**config.mk**
```make
export PLATFORM = sky130hd
export DESIGN_NAME = usb_line_conditioner_flat
export DESIGN_NICKNAME = d
export VERILOG_FILES = /design/src/rtl/usb_line_conditioner_if.sv /design/src/rtl/usb_line_conditioner.sv /design/src/flat_wrapper.sv
export SDC_FILE = /design/constraint.sdc
export NUM_CORES = 1
export LEC_CHECK = 0
export ABC_CLOCK_PERIOD_IN_PS = 1850
export BUFFER_PORTS_ARGS = -buffer_cell sky130_fd_sc_hd__buf_4
export CAP_MARGIN = 20
export CORE_AREA = 10 10 85 87
export DETAILED_ROUTE_END_ITERATION = 8
export DIE_AREA = 0 0 95 97
export GPL_ROUTABILITY_DRIVEN = 0
export HOLD_SLACK_MARGIN = 0.05
export PLACE_DENSITY = 0.5
export SLEW_MARGIN = 20
export SYNTH_ARGS = -nofsm -noshare
export SYNTH_HDL_FRONTEND = slang
export SYNTH_SLANG_ARGS = --single-unit
```
**constraint.sdc**
```tcl
create_clock -name clk -period 1.85 [get_ports clk]
set_input_delay 0.2775 -clock clk [delete_from_list [all_inputs] [get_ports clk]]
set_output_delay 0.2775 -clock clk [all_outputs]
set_load 0.02 [all_outputs]
```
**src/rtl/usb_line_conditioner_if.sv**
```systemverilog
// ---------------------------------------------------------------------------
// usb_line_conditioner_if
//   Bundles the pad-side inputs and the conditioned outputs of the USB line
//   conditioner so the block can be dropped in front of the USB core as one port.
//   Signals:
//     dplus_pad, dminus_pad  raw D+/D- from the pads (asynchronous)
//     d_mode                 1 = core is transmitting (synchronous to clk)
//     dplus_sync/dminus_sync conditioned D+/D- toward the core receiver
//     line_state             filtered state {D-,D+}: 00 SE0, 01 J, 10 K, 11 SE1
//     bus_reset, resume, se1_error  one-clock event pulses
//     reset_active, suspend         bus status levels
//   Modports: master = pad/core side that drives pads and reads results,
//             slave  = the conditioner itself.
// ---------------------------------------------------------------------------
interface usb_line_conditioner_if;
    logic       dplus_pad;
    logic       dminus_pad;
    logic       d_mode;
    logic       dplus_sync;
    logic       dminus_sync;
    logic [1:0] line_state;
    logic       bus_reset;
    logic       reset_active;
    logic       suspend;
    logic       resume;
    logic       se1_error;

    modport master (
        output dplus_pad, dminus_pad, d_mode,
        input  dplus_sync, dminus_sync, line_state,
        input  bus_reset, reset_active, suspend, resume, se1_error
    );

    modport slave (
        input  dplus_pad, dminus_pad, d_mode,
        output dplus_sync, dminus_sync, line_state,
        output bus_reset, reset_active, suspend, resume, se1_error
    );
endinterface

```
**src/rtl/usb_line_conditioner.sv**
```systemverilog
// ---------------------------------------------------------------------------
// usb_line_conditioner
//   Receive front end ahead of the USB core: synchronises and deglitches the
//   D+/D- pads, blanks the receive path while the core transmits (and for a
//   short hold afterwards), decodes line state and detects bus reset, suspend
//   and resume.
//   Ports:
//     clk    system clock
//     n_rst  asynchronous active-low reset
//     bus    usb_line_conditioner_if.slave (pads, d_mode, conditioned outputs)
//   Parameters:
//     SYNC_STAGES  synchroniser depth per pad (>=2)
//     FILTER_LEN   equal synced samples needed to accept a new pair (>=1)
//     RESET_CYCLES filtered SE0 clocks that make a bus reset
//     IDLE_CYCLES  filtered J clocks that make suspend
//     BLANK_HOLD   clocks of blanking after d_mode falls
// ---------------------------------------------------------------------------
module usb_line_conditioner #(
    parameter int SYNC_STAGES  = 2,
    parameter int FILTER_LEN   = 3,
    parameter int RESET_CYCLES = 64,
    parameter int IDLE_CYCLES  = 256,
    parameter int BLANK_HOLD   = 2
) (
    input  logic                  clk,
    input  logic                  n_rst,
    usb_line_conditioner_if.slave bus
);
    // Pairs are kept as {D-, D+}, which is exactly the line_state encoding.
    localparam logic [1:0] LS_SE0 = 2'b00;
    localparam logic [1:0] LS_J   = 2'b01;
    localparam logic [1:0] LS_K   = 2'b10;
    localparam logic [1:0] LS_SE1 = 2'b11;

    // One shift chain holds both the synchroniser flops and the filter
    // history: stage SYNC_STAGES-1 is the synced sample, the stages beyond it
    // are the previous FILTER_LEN-1 synced samples.
    localparam int DEPTH  = SYNC_STAGES + FILTER_LEN - 1;
    localparam int SE0_W  = $clog2(RESET_CYCLES + 1);
    localparam int IDLE_W = $clog2(IDLE_CYCLES + 1);
    localparam int BLK_W  = (BLANK_HOLD > 0) ? $clog2(BLANK_HOLD + 1) : 1;

    typedef enum logic [1:0] {
        ST_NORMAL    = 2'd0,
        ST_BUS_RESET = 2'd1,
        ST_SUSPEND   = 2'd2
    } state_t;

    logic [DEPTH-1:0][1:0] r_shift;
    logic [1:0]            r_filt;
    logic                  r_prev_se1;
    logic [SE0_W-1:0]      r_se0_cnt;
    logic [IDLE_W-1:0]     r_idle_cnt;
    logic [BLK_W-1:0]      r_blank_cnt;
    state_t                r_state;

    logic                  w_win_eq;
    logic                  w_blank;
    logic [SE0_W-1:0]      w_se0_next;
    logic [IDLE_W-1:0]     w_idle_next;
    logic                  w_se0_hit;
    logic                  w_idle_hit;
    logic                  w_bus_reset;
    logic                  w_resume;
    state_t                w_state_next;

    // ---------------- synchroniser + filter ----------------
    always_ff @(posedge clk or negedge n_rst) begin
        if (!n_rst) begin
            r_shift <= {DEPTH{LS_J}};
        end else begin
            r_shift <= {r_shift[DEPTH-2:0], {bus.dminus_pad, bus.dplus_pad}};
        end
    end

    always_comb begin
        w_win_eq = 1'b1;
        for (int i = SYNC_STAGES; i < DEPTH; i++) begin
            if (r_shift[i] != r_shift[SYNC_STAGES-1]) w_win_eq = 1'b0;
        end
    end

    always_ff @(posedge clk or negedge n_rst) begin
        if (!n_rst) begin
            r_filt     <= LS_J;
            r_prev_se1 <= 1'b0;
        end else begin
            if (w_win_eq) r_filt <= r_shift[SYNC_STAGES-1];
            r_prev_se1 <= (r_filt == LS_SE1);
        end
    end

    // ---------------- TX blanking ----------------
    // The counter is reloaded every d_mode clock, so a re-assertion during
    // the hold restarts it; blanking lasts while it is non-zero.
    always_ff @(posedge clk or negedge n_rst) begin
        if (!n_rst) begin
            r_blank_cnt <= '0;
        end else if (bus.d_mode) begin
            r_blank_cnt <= BLK_W'(BLANK_HOLD);
        end else if (r_blank_cnt != '0) begin
            r_blank_cnt <= r_blank_cnt - BLK_W'(1);
        end
    end

    assign w_blank = bus.d_mode || (r_blank_cnt != '0);

    // ---------------- line counters ----------------
    // Detection looks at the updated count so the event lands on the Nth
    // qualifying clock.
    always_comb begin
        w_se0_next  = '0;
        w_idle_next = '0;
        if (!w_blank && (r_filt == LS_SE0)) begin
            w_se0_next = (r_se0_cnt == SE0_W'(RESET_CYCLES)) ? r_se0_cnt
                                                              : r_se0_cnt + SE0_W'(1);
        end
        if (!w_blank && (r_filt == LS_J)) begin
            w_idle_next = (r_idle_cnt == IDLE_W'(IDLE_CYCLES)) ? r_idle_cnt
                                                                : r_idle_cnt + IDLE_W'(1);
        end
    end

    assign w_se0_hit  = !w_blank && (w_se0_next == SE0_W'(RESET_CYCLES));
    assign w_idle_hit = !w_blank && (w_idle_next == IDLE_W'(IDLE_CYCLES));

    always_ff @(posedge clk or negedge n_rst) begin
        if (!n_rst) begin
            r_se0_cnt  <= '0;
            r_idle_cnt <= '0;
        end else begin
            r_se0_cnt  <= w_se0_next;
            r_idle_cnt <= w_idle_next;
        end
    end

    // ---------------- bus state FSM ----------------
    always_ff @(posedge clk or negedge n_rst) begin
        if (!n_rst) r_state <= ST_NORMAL;
        else        r_state <= w_state_next;
    end

    always_comb begin
        w_state_next = r_state;
        w_bus_reset  = 1'b0;
        w_resume     = 1'b0;
        case (r_state)
            ST_NORMAL: begin
                if (w_se0_hit) begin
                    w_state_next = ST_BUS_RESET;
                    w_bus_reset  = 1'b1;
                end else if (w_idle_hit) begin
                    w_state_next = ST_SUSPEND;
                end
            end
            ST_BUS_RESET: begin
                // SE1 counts as non-SE0 here.
                if (!w_blank && (r_filt != LS_SE0)) w_state_next = ST_NORMAL;
            end
            ST_SUSPEND: begin
                // Core-initiated TX also ends suspend (remote wakeup).
                if (bus.d_mode || (!w_blank && ((r_filt == LS_K) || (r_filt == LS_SE0)))) begin
                    w_resume = 1'b1;
                    if (w_se0_hit) begin
                        w_state_next = ST_BUS_RESET;
                        w_bus_reset  = 1'b1;
                    end else begin
                        w_state_next = ST_NORMAL;
                    end
                end
            end
            default: w_state_next = ST_NORMAL;
        endcase
    end

    // ---------------- outputs ----------------
    // Levels follow the next state so they change on the detecting clock.
    assign bus.dplus_sync   = w_blank ? 1'b1 : r_filt[0];
    assign bus.dminus_sync  = w_blank ? 1'b0 : r_filt[1];
    assign bus.line_state   = w_blank ? LS_J : r_filt;
    assign bus.bus_reset    = w_bus_reset;
    assign bus.reset_active = (w_state_next == ST_BUS_RESET);
    assign bus.suspend      = (w_state_next == ST_SUSPEND);
    assign bus.resume       = w_resume;
    assign bus.se1_error    = !w_blank && (r_filt == LS_SE1) && !r_prev_se1;

endmodule

```
**src/flat_wrapper.sv**
```systemverilog
// flat-port wrapper written by rule: the top's interface ports become plain ports
module usb_line_conditioner_flat 
#(
    parameter int SYNC_STAGES  = 2,
    parameter int FILTER_LEN   = 3,
    parameter int RESET_CYCLES = 64,
    parameter int IDLE_CYCLES  = 256,
    parameter int BLANK_HOLD   = 2
)
  (clk, n_rst, bus_dplus_pad, bus_dminus_pad, bus_d_mode, bus_dplus_sync, bus_dminus_sync, bus_line_state, bus_bus_reset, bus_reset_active, bus_suspend, bus_resume, bus_se1_error);
  usb_line_conditioner_if bus_i ();
  input  logic clk;
  input  logic n_rst;
  input wire logic [$bits(bus_i.dplus_pad)-1:0] bus_dplus_pad;
  input wire logic [$bits(bus_i.dminus_pad)-1:0] bus_dminus_pad;
  input wire logic [$bits(bus_i.d_mode)-1:0] bus_d_mode;
  output wire logic [$bits(bus_i.dplus_sync)-1:0] bus_dplus_sync;
  output wire logic [$bits(bus_i.dminus_sync)-1:0] bus_dminus_sync;
  output wire logic [$bits(bus_i.line_state)-1:0] bus_line_state;
  output wire logic [$bits(bus_i.bus_reset)-1:0] bus_bus_reset;
  output wire logic [$bits(bus_i.reset_active)-1:0] bus_reset_active;
  output wire logic [$bits(bus_i.suspend)-1:0] bus_suspend;
  output wire logic [$bits(bus_i.resume)-1:0] bus_resume;
  output wire logic [$bits(bus_i.se1_error)-1:0] bus_se1_error;
  assign bus_i.dplus_pad = bus_dplus_pad;
  assign bus_i.dminus_pad = bus_dminus_pad;
  assign bus_i.d_mode = bus_d_mode;
  assign bus_dplus_sync = bus_i.dplus_sync;
  assign bus_dminus_sync = bus_i.dminus_sync;
  assign bus_line_state = bus_i.line_state;
  assign bus_bus_reset = bus_i.bus_reset;
  assign bus_reset_active = bus_i.reset_active;
  assign bus_suspend = bus_i.suspend;
  assign bus_resume = bus_i.resume;
  assign bus_se1_error = bus_i.se1_error;
  usb_line_conditioner #(.SYNC_STAGES(SYNC_STAGES), .FILTER_LEN(FILTER_LEN), .RESET_CYCLES(RESET_CYCLES), .IDLE_CYCLES(IDLE_CYCLES), .BLANK_HOLD(BLANK_HOLD)) u_core (.clk(clk), .n_rst(n_rst), .bus(bus_i));
endmodule
```
==> results of run 1 <==
==> registers in the layout, indices dropped and copies added (netlist names) <==
name	flops
u_core.r_idle_cnt	9
u_core.r_filt	2
u_core.r_state	2
u_core.r_blank_cnt	2
u_core.r_shift	8
u_core.r_prev_se1	1
u_core.r_se0_cnt	7
==> Yosys cell counts, drive strengths merged (2+ instances only) <==
cell type / number / area [sq um]
nor4: 4 / 31.3
xnor2: 5 / 43.8
inv: 7 / 26.3
o21ai: 6 / 30.0
nand2: 12 / 45.0
dfstp: 5 / 131
buf: 3 / 20.0
nor3: 4 / 20.0
nor3b: 2 / 15.0
xor2: 8 / 70.1
nor2: 25 / 93.8
nand3b: 2 / 27.5
ha: 5 / 62.6
dfrtp: 26 / 651
nand3: 13 / 70.1
o31ai: 2 / 15.0
and3b: 2 / 17.5
a41o: 2 / 20.0
a21oi: 11 / 58.8
or3: 3 / 18.8
a211oi: 2 / 15.0
and3: 2 / 12.5
and2: 2 / 12.5
nor2b: 3 / 18.8
==> layer usage <==
layer  GRT usage (%)  vias to the layer above  wire length [um]
met2            12.1                       17              1510
met5               0                        -                 0
met3            2.31                        6               136
li1                -                      708                 -
met4            3.43                        0                65
met1            10.2                      618              1690
==> power groups by stage <==
stage | Combinational, mW | Sequential [mW] | Clock, mW
floorplan | 0.189 | 0.762 | 0
global placement | 0.336 | 0.758 | 0
detailed placement | 0.336 | 0.759 | 0
CTS | 0.364 | 0.747 | 0.522
global route | 0.410 | 0.751 | 0.553
finish | 0.361 | 0.746 | 0.493
==> per-stage QoR <==
stage	power [mW]	util (%)	area, sq um	hold slack [ps]	setup WS [ps]
2_1_floorplan	0.951	-	1660	-18.1	-87.1
5_1_grt	1.71	42.3	2320	96.5	-513
6_report	1.60	42.3	2320	111	-412
3_5_place_dp	1.09	38.5	2110	241	-222
4_1_cts	1.63	41.2	2260	99.6	-499
3_3_place_gp	1.09	38.5	2110	240	-161
==> what timing repair did <==
action,4_1_cts,5_1_grt
pin swaps,4,4
hold endpoints to repair,26,0
hold buffers,1,0
setup buffers,4,3
setup endpoints to repair,4,7
gates resized for setup,9,7
==> worst max-delay path: cells and delay by family (launching register included) <==
kind                     cells  cell delay (ps)
AO/OA/AOI/OAI                2              280
adder cells (fa/ha/maj)      1              170
flip-flops                   1              370
AND/OR/NAND/NOR              3              520
buffers and inverters        3              370
==> layout make-up <==
cell class                 count  area (sq um)  share of cell area, %
multi-input combinational    126           878                   37.9
sequential                    31           782                   33.7
timing repair buffer          57           460                   19.9
tap                           72          90.1                   3.89
clock buffer                   8          80.1                   3.46
inverter                       7          26.3                   1.13
==> cell families (layout without fill, tap and decap cells) <==
kind of cell | after synthesis | in the layout | synth area share [%]
flip-flops | 31 | 31 | 48.0
adder cells (fa/ha/maj) | 5 | 5 | 3.84
XOR/XNOR | 13 | 13 | 6.99
multiplexers | 1 | 1 | 0.615
AND/OR/NAND/NOR | 79 | 79 | 26.4
AO/OA/AOI/OAI | 28 | 28 | 11.3
buffers and inverters | 10 | 72 | 2.84
==> how the worst max path moves through the flow <==
stage / to / slack, ps
finish: bus_suspend / -410
global placement: bus_bus_reset / -160
floorplan: bus_suspend / -90
detailed placement: bus_bus_reset / -220
CTS: bus_bus_reset / -500
global route: bus_suspend / -510
==> flow_metrics.env, run 1 <==
export IMPL_ant_nets=0
export IMPL_p_leak_nw=1.06
export IMPL_post_synth_cell_area_avg_sq_um=9.75
export IMPL_initial_core_util_pct=29.7
export IMPL_drtIter0Drc=34
export IMPL_yosys_warnings=0
export IMPL_cts_root_buf="clkbuf_8"
export IMPL_hold_class="in -> reg"
export IMPL_hold_depth=1
export IMPL_worstHoldEndpoint="u_core.r_shift[0]"
export IMPL_layout_drive_gt1_share_pct=37.1
export IMPL_cp_arrival_ps=1980
export IMPL_io_buffers=13
export IMPL_min_from="bus_dplus_pad"
export IMPL_final_common_cell="buf_4"
export IMPL_maxSlewViolCount=0
export IMPL_crit_start="u_core.r_blank_cnt[0]"
export IMPL_reg2reg_from="u_core.r_blank_cnt[0]"
export IMPL_layout_nets=238
export IMPL_core_sq_um=5470
export IMPL_cp_slowest_cell="dfrtp_1"
export IMPL_r2r_setup_slack_ps=70
export IMPL_power_density_nw_per_um2=690
export IMPL_setup_viol=4
export IMPL_fin_setup_tns_ps=-1270
export IMPL_viasPerCell=4.48
export IMPL_worst_slack_ps=-412
export IMPL_clock_latency_ps=280
export IMPL_clkTransAtPathRegs_ps=60
export IMPL_syn_instance_count=167
export IMPL_combPwrFrac_pct=22.6
export IMPL_finalClockSkew_ps=10.1
export IMPL_p_int_mw=1.18
export IMPL_worstRegToRegCells=9
export IMPL_dieArea_sq_um=9220
export IMPL_fin_cells=301
export IMPL_fill_cells=561
export IMPL_vdd_drop_max_v=0.000343
export IMPL_async_flop_share_pct=100
export IMPL_p_clk_share_pct=30.8
export IMPL_drtPass1Iterations=3
export IMPL_syn_area_sq_um=1630
export IMPL_routed_wl_um=3410
export IMPL_antenna_found_initial=0
export IMPL_synth_seq_cells=31
export IMPL_placementRows=27
export IMPL_grt_ovfl_total=0
export IMPL_place_inst=286
export IMPL_r2r_end="u_core.r_state[1]"
export IMPL_cp_end_kind="output port"
export IMPL_drc=0
export IMPL_setup_worst_path_class="reg -> out"
export IMPL_grt_max_degree=32
export IMPL_crit_path_start_kind="flip-flop"
export IMPL_period_share_pct=122
export IMPL_post_drt_wl_per_cell_um=11.3
export IMPL_track_usage_pct=7.99
export IMPL_area_growth_syn_to_layout_pct=42.4
export IMPL_crit_fanout=3
export IMPL_htree_levels=2
export IMPL_mostFrequentLayoutCells="buf_4 (48), dfrtp_1 (26), nor2_1 (25)"
export IMPL_synth_distinct_cells=42
export IMPL_violations="negative setup slack"
export IMPL_synth_flop_cell="dfrtp_1"
export IMPL_io_pins=14
export IMPL_finalHoldViolations=0
export IMPL_cts_sinks=31
export IMPL_seq_power_share_pct=46.6
export IMPL_max_freq_mhz=442
export IMPL_rsz0062_at_grt="yes"
export IMPL_cp_cell_sequence="inv_1, ha_2, and2b_4, nand3b_4, nor4_4, o211ai_1, buf_4, o31ai_4, buf_6"
export IMPL_relSlewSlack_pct=73.8
export IMPL_layout_min_cycle_time_ps=2260
export IMPL_status="complete, but fails checks"
export IMPL_vias=1349
export IMPL_drv_cap=0
export IMPL_tightest_slew_ps=393
export IMPL_dp_hpwl_um=2570
export IMPL_diodes=0
export IMPL_grt_first_pass_wirelength_um=6100
export IMPL_critPathRequiredTime_ps=1570
export IMPL_yosysSeqAreaShare_pct=48.0
export IMPL_synth_edf_count=0
export IMPL_switching_share_pct=26.6
export IMPL_syn_nets=177
export IMPL_clockBufferDepth=2
export IMPL_cpPeakStageDelay_ps=370
export IMPL_cts_tree="done"
export IMPL_cts_buffers=5
export IMPL_grt_pass1_vias=1353
export IMPL_die_y_um=97
export IMPL_switchingPower_uw=425
export IMPL_die_x_um=95
No activity file was read; power rests on OpenSTA's default activity.
==> run 2: changes to the inputs <==
--- a/config.mk
+++ b/config.mk
@@ -5,7 +5,7 @@
 export SDC_FILE = /design/constraint.sdc
 export NUM_CORES = 1
 export LEC_CHECK = 0
-export ABC_CLOCK_PERIOD_IN_PS = 1850
+export ABC_CLOCK_PERIOD_IN_PS = 1800
 export BUFFER_PORTS_ARGS = -buffer_cell sky130_fd_sc_hd__buf_4
 export CAP_MARGIN = 20
 export CORE_AREA = 10 10 85 87
==> constraint.sdc (replaced) <==
create_clock -name clk -period 1.8 [get_ports clk]
set_input_delay 0.27 -clock clk [delete_from_list [all_inputs] [get_ports clk]]
set_output_delay 0.27 -clock clk [all_outputs]
set_load 0.02 [all_outputs]
==> flow_metrics.env, run 2 (synthesis results as in run 1) <==
export IMPL_p_leak_nw=1.09
export IMPL_routed_wl_um=3660
export IMPL_fin_setup_tns_ps=-1630
export IMPL_grt_first_pass_wirelength_um=6370
export IMPL_vias=1364
export IMPL_cp_arrival_ps=2030
export IMPL_cts_root_buf="clkbuf_8"
export IMPL_cts_tree="done"
export IMPL_crit_path_start_kind="flip-flop"
export IMPL_grt_max_degree=32
export IMPL_post_drt_wl_per_cell_um=12.1
export IMPL_tightest_slew_ps=419
export IMPL_period_share_pct=128
export IMPL_drc=0
export IMPL_crit_fanout=3
export IMPL_timing_hold_ws_ps=98.5
export IMPL_die_y_um=97
export IMPL_worst_slack_ps=-502
export IMPL_track_usage_pct=8.53
export IMPL_clock_latency_ps=280
export IMPL_grt_busiest_layer="met2"
export IMPL_diodes=0
export IMPL_status="complete, but fails checks"
export IMPL_grt_use_met3_pct=2.85
export IMPL_maxSlewViolCount=0
export IMPL_largest_reg_flops=9
export IMPL_clkTransAtPathRegs_ps=70
export IMPL_critPathTopFamily="simple AND/OR/NAND/NOR gates"
export IMPL_io_buffers=13
export IMPL_grt_pass1_vias=1392
export IMPL_vdd_drop_max_v=0.000330
export IMPL_dp_hpwl_um=2700
export IMPL_layout_drive_gt1_share_pct=40.7
export IMPL_use_met1_pct=11.1
export IMPL_postLayoutCellArea_sq_um=2390
export IMPL_final_common_cell="buf_4"
export IMPL_layout_min_cycle_time_ps=2300
export IMPL_setup_worst_path_class="reg -> out"
export IMPL_placementRows=27
export IMPL_power_density_nw_per_um2=754
export IMPL_ant_nets=0
export IMPL_cp_slowest_cell="dfrtp_1"
export IMPL_drv_cap=0
export IMPL_clockBufferDepth=2
export IMPL_core_sq_um=5470
export IMPL_relSlewSlack_pct=72.0
export IMPL_cts_buffers=5
export IMPL_met2_usage_pct=12.3
export IMPL_largest_registers="u_core.r_idle_cnt: 9 flops, u_core.r_shift: 8 flops, u_core.r_se0_cnt: 7 flops"
export IMPL_violations="negative setup slack"
export IMPL_hold_class="in -> reg"
export IMPL_io_pins=14
export IMPL_dpl_cell_area_sq_um=2120
export IMPL_layout_nets=240
export IMPL_cts_sinks=31
export IMPL_drtIter0Drc=46
export IMPL_cpPeakStageDelay_ps=390
export IMPL_dieArea_sq_um=9220
export IMPL_die_x_um=95
export IMPL_viasPerCell=4.50
export IMPL_htree_levels=2
export IMPL_critPathRequiredTime_ps=1530
export IMPL_max_freq_mhz=434
export IMPL_rsz0062_at_grt="yes"
export IMPL_crit_buf_inv=3
export IMPL_initial_core_util_pct=29.7
export IMPL_antenna_found_initial=0
export IMPL_setup_viol=4
export IMPL_grt_ovfl_total=0
export IMPL_place_ws_ps=-235
export IMPL_finalHoldViolations=0
export IMPL_finalClockSkew_ps=6.34
export IMPL_top_register="u_core.r_idle_cnt"
export IMPL_drtPass1Iterations=4
export IMPL_cp_end_kind="output port"
export IMPL_area_growth_syn_to_layout_pct=46.7
export IMPL_mostFrequentLayoutCells="buf_4 (49), dfrtp_1 (26), nor2_1 (25)"
export IMPL_cp_cell_sequence="inv_2, ha_4, and3b_2, nor4_4, a31oi_4, o41ai_2, buf_4, and4_4, buf_6"
run 2: cell count changes in the layout (fill, tap and decap cells not counted), moves of 2 or more:
cell,delta
clkbuf_8,+2
clkbuf_1,-2
ha_1,-2
ha_2,+2
run 2: worst register-to-register path: stages (launching register included):
cell and delay, ps:
dfrtp_1 390, inv_2 70, ha_4 150, and3b_2 230, nor4_4 180, a31oi_4 50, o41ai_2 190, buf_4 170
buf_4 90, a41o_1 150
run 2: layer usage:
| metal | vias up | routed length (um) |
|---|---|---|
| met5 | - | 0 |
| met4 | 0 | 72 |
| met3 | 6 | 181 |
| met2 | 25 | 1600 |
| met1 | 620 | 1800 |
| li1 | 713 | - |
run 2: where the power goes:
part / leakage, nW / total [mW] / internal [mW] / switching [mW]
logic: 0.633 / 0.435 / 0.231 / 0.204
clock network: 0.0515 / 0.597 / 0.349 / 0.248
registers: 0.400 / 0.768 / 0.742 / 0.0264
total: 1.09 / 1.80 / 1.32 / 0.479
run 2: per-stage QoR:
step | utilization, % | cells | power (mW)
6_report | 43.6 | 303 | 1.80
5_1_grt | 43.6 | 303 | 1.92
4_1_cts | 41.7 | 301 | 1.79
3_5_place_dp | 38.8 | 288 | 1.14
3_3_place_gp | 38.8 | 288 | 1.13
2_1_floorplan | - | 167 | 0.978
run 2: layout make-up:
cell class              count  area (sq um)
fillers                   542          3090
multi-input cells         126           910
flip-flops and latches     31           782
repair buffers             59           479
clock buffers               8           100
well taps                  72          90.1
inverters                   7          26.3
run 2: timing repair:
item,CTS,global route
endpoints found under the hold margin,26,0
endpoints found under the setup margin,7,11
hold buffers,1,0
gates resized for setup,6,18
setup buffers,4,2
pin swaps,1,5
run 2: worst paths after layout:
check / from / endpoint / slack [ps] / depth (start not counted)
setup reg to reg: u_core.r_se0_cnt[0] / u_core.r_state[0] / 60 / 9
max in group asynchronous: n_rst / u_core.r_shift[2] / 990 / 2
hold / removal: bus_dplus_pad / u_core.r_shift[0] / 100 / 1
setup / recovery: u_core.r_se0_cnt[0] / bus_bus_reset / -500 / 9
min in group asynchronous: n_rst / u_core.r_se0_cnt[4] / 470 / 2
hold reg to reg: u_core.r_shift[1] / u_core.r_shift[3] / 350 / 0
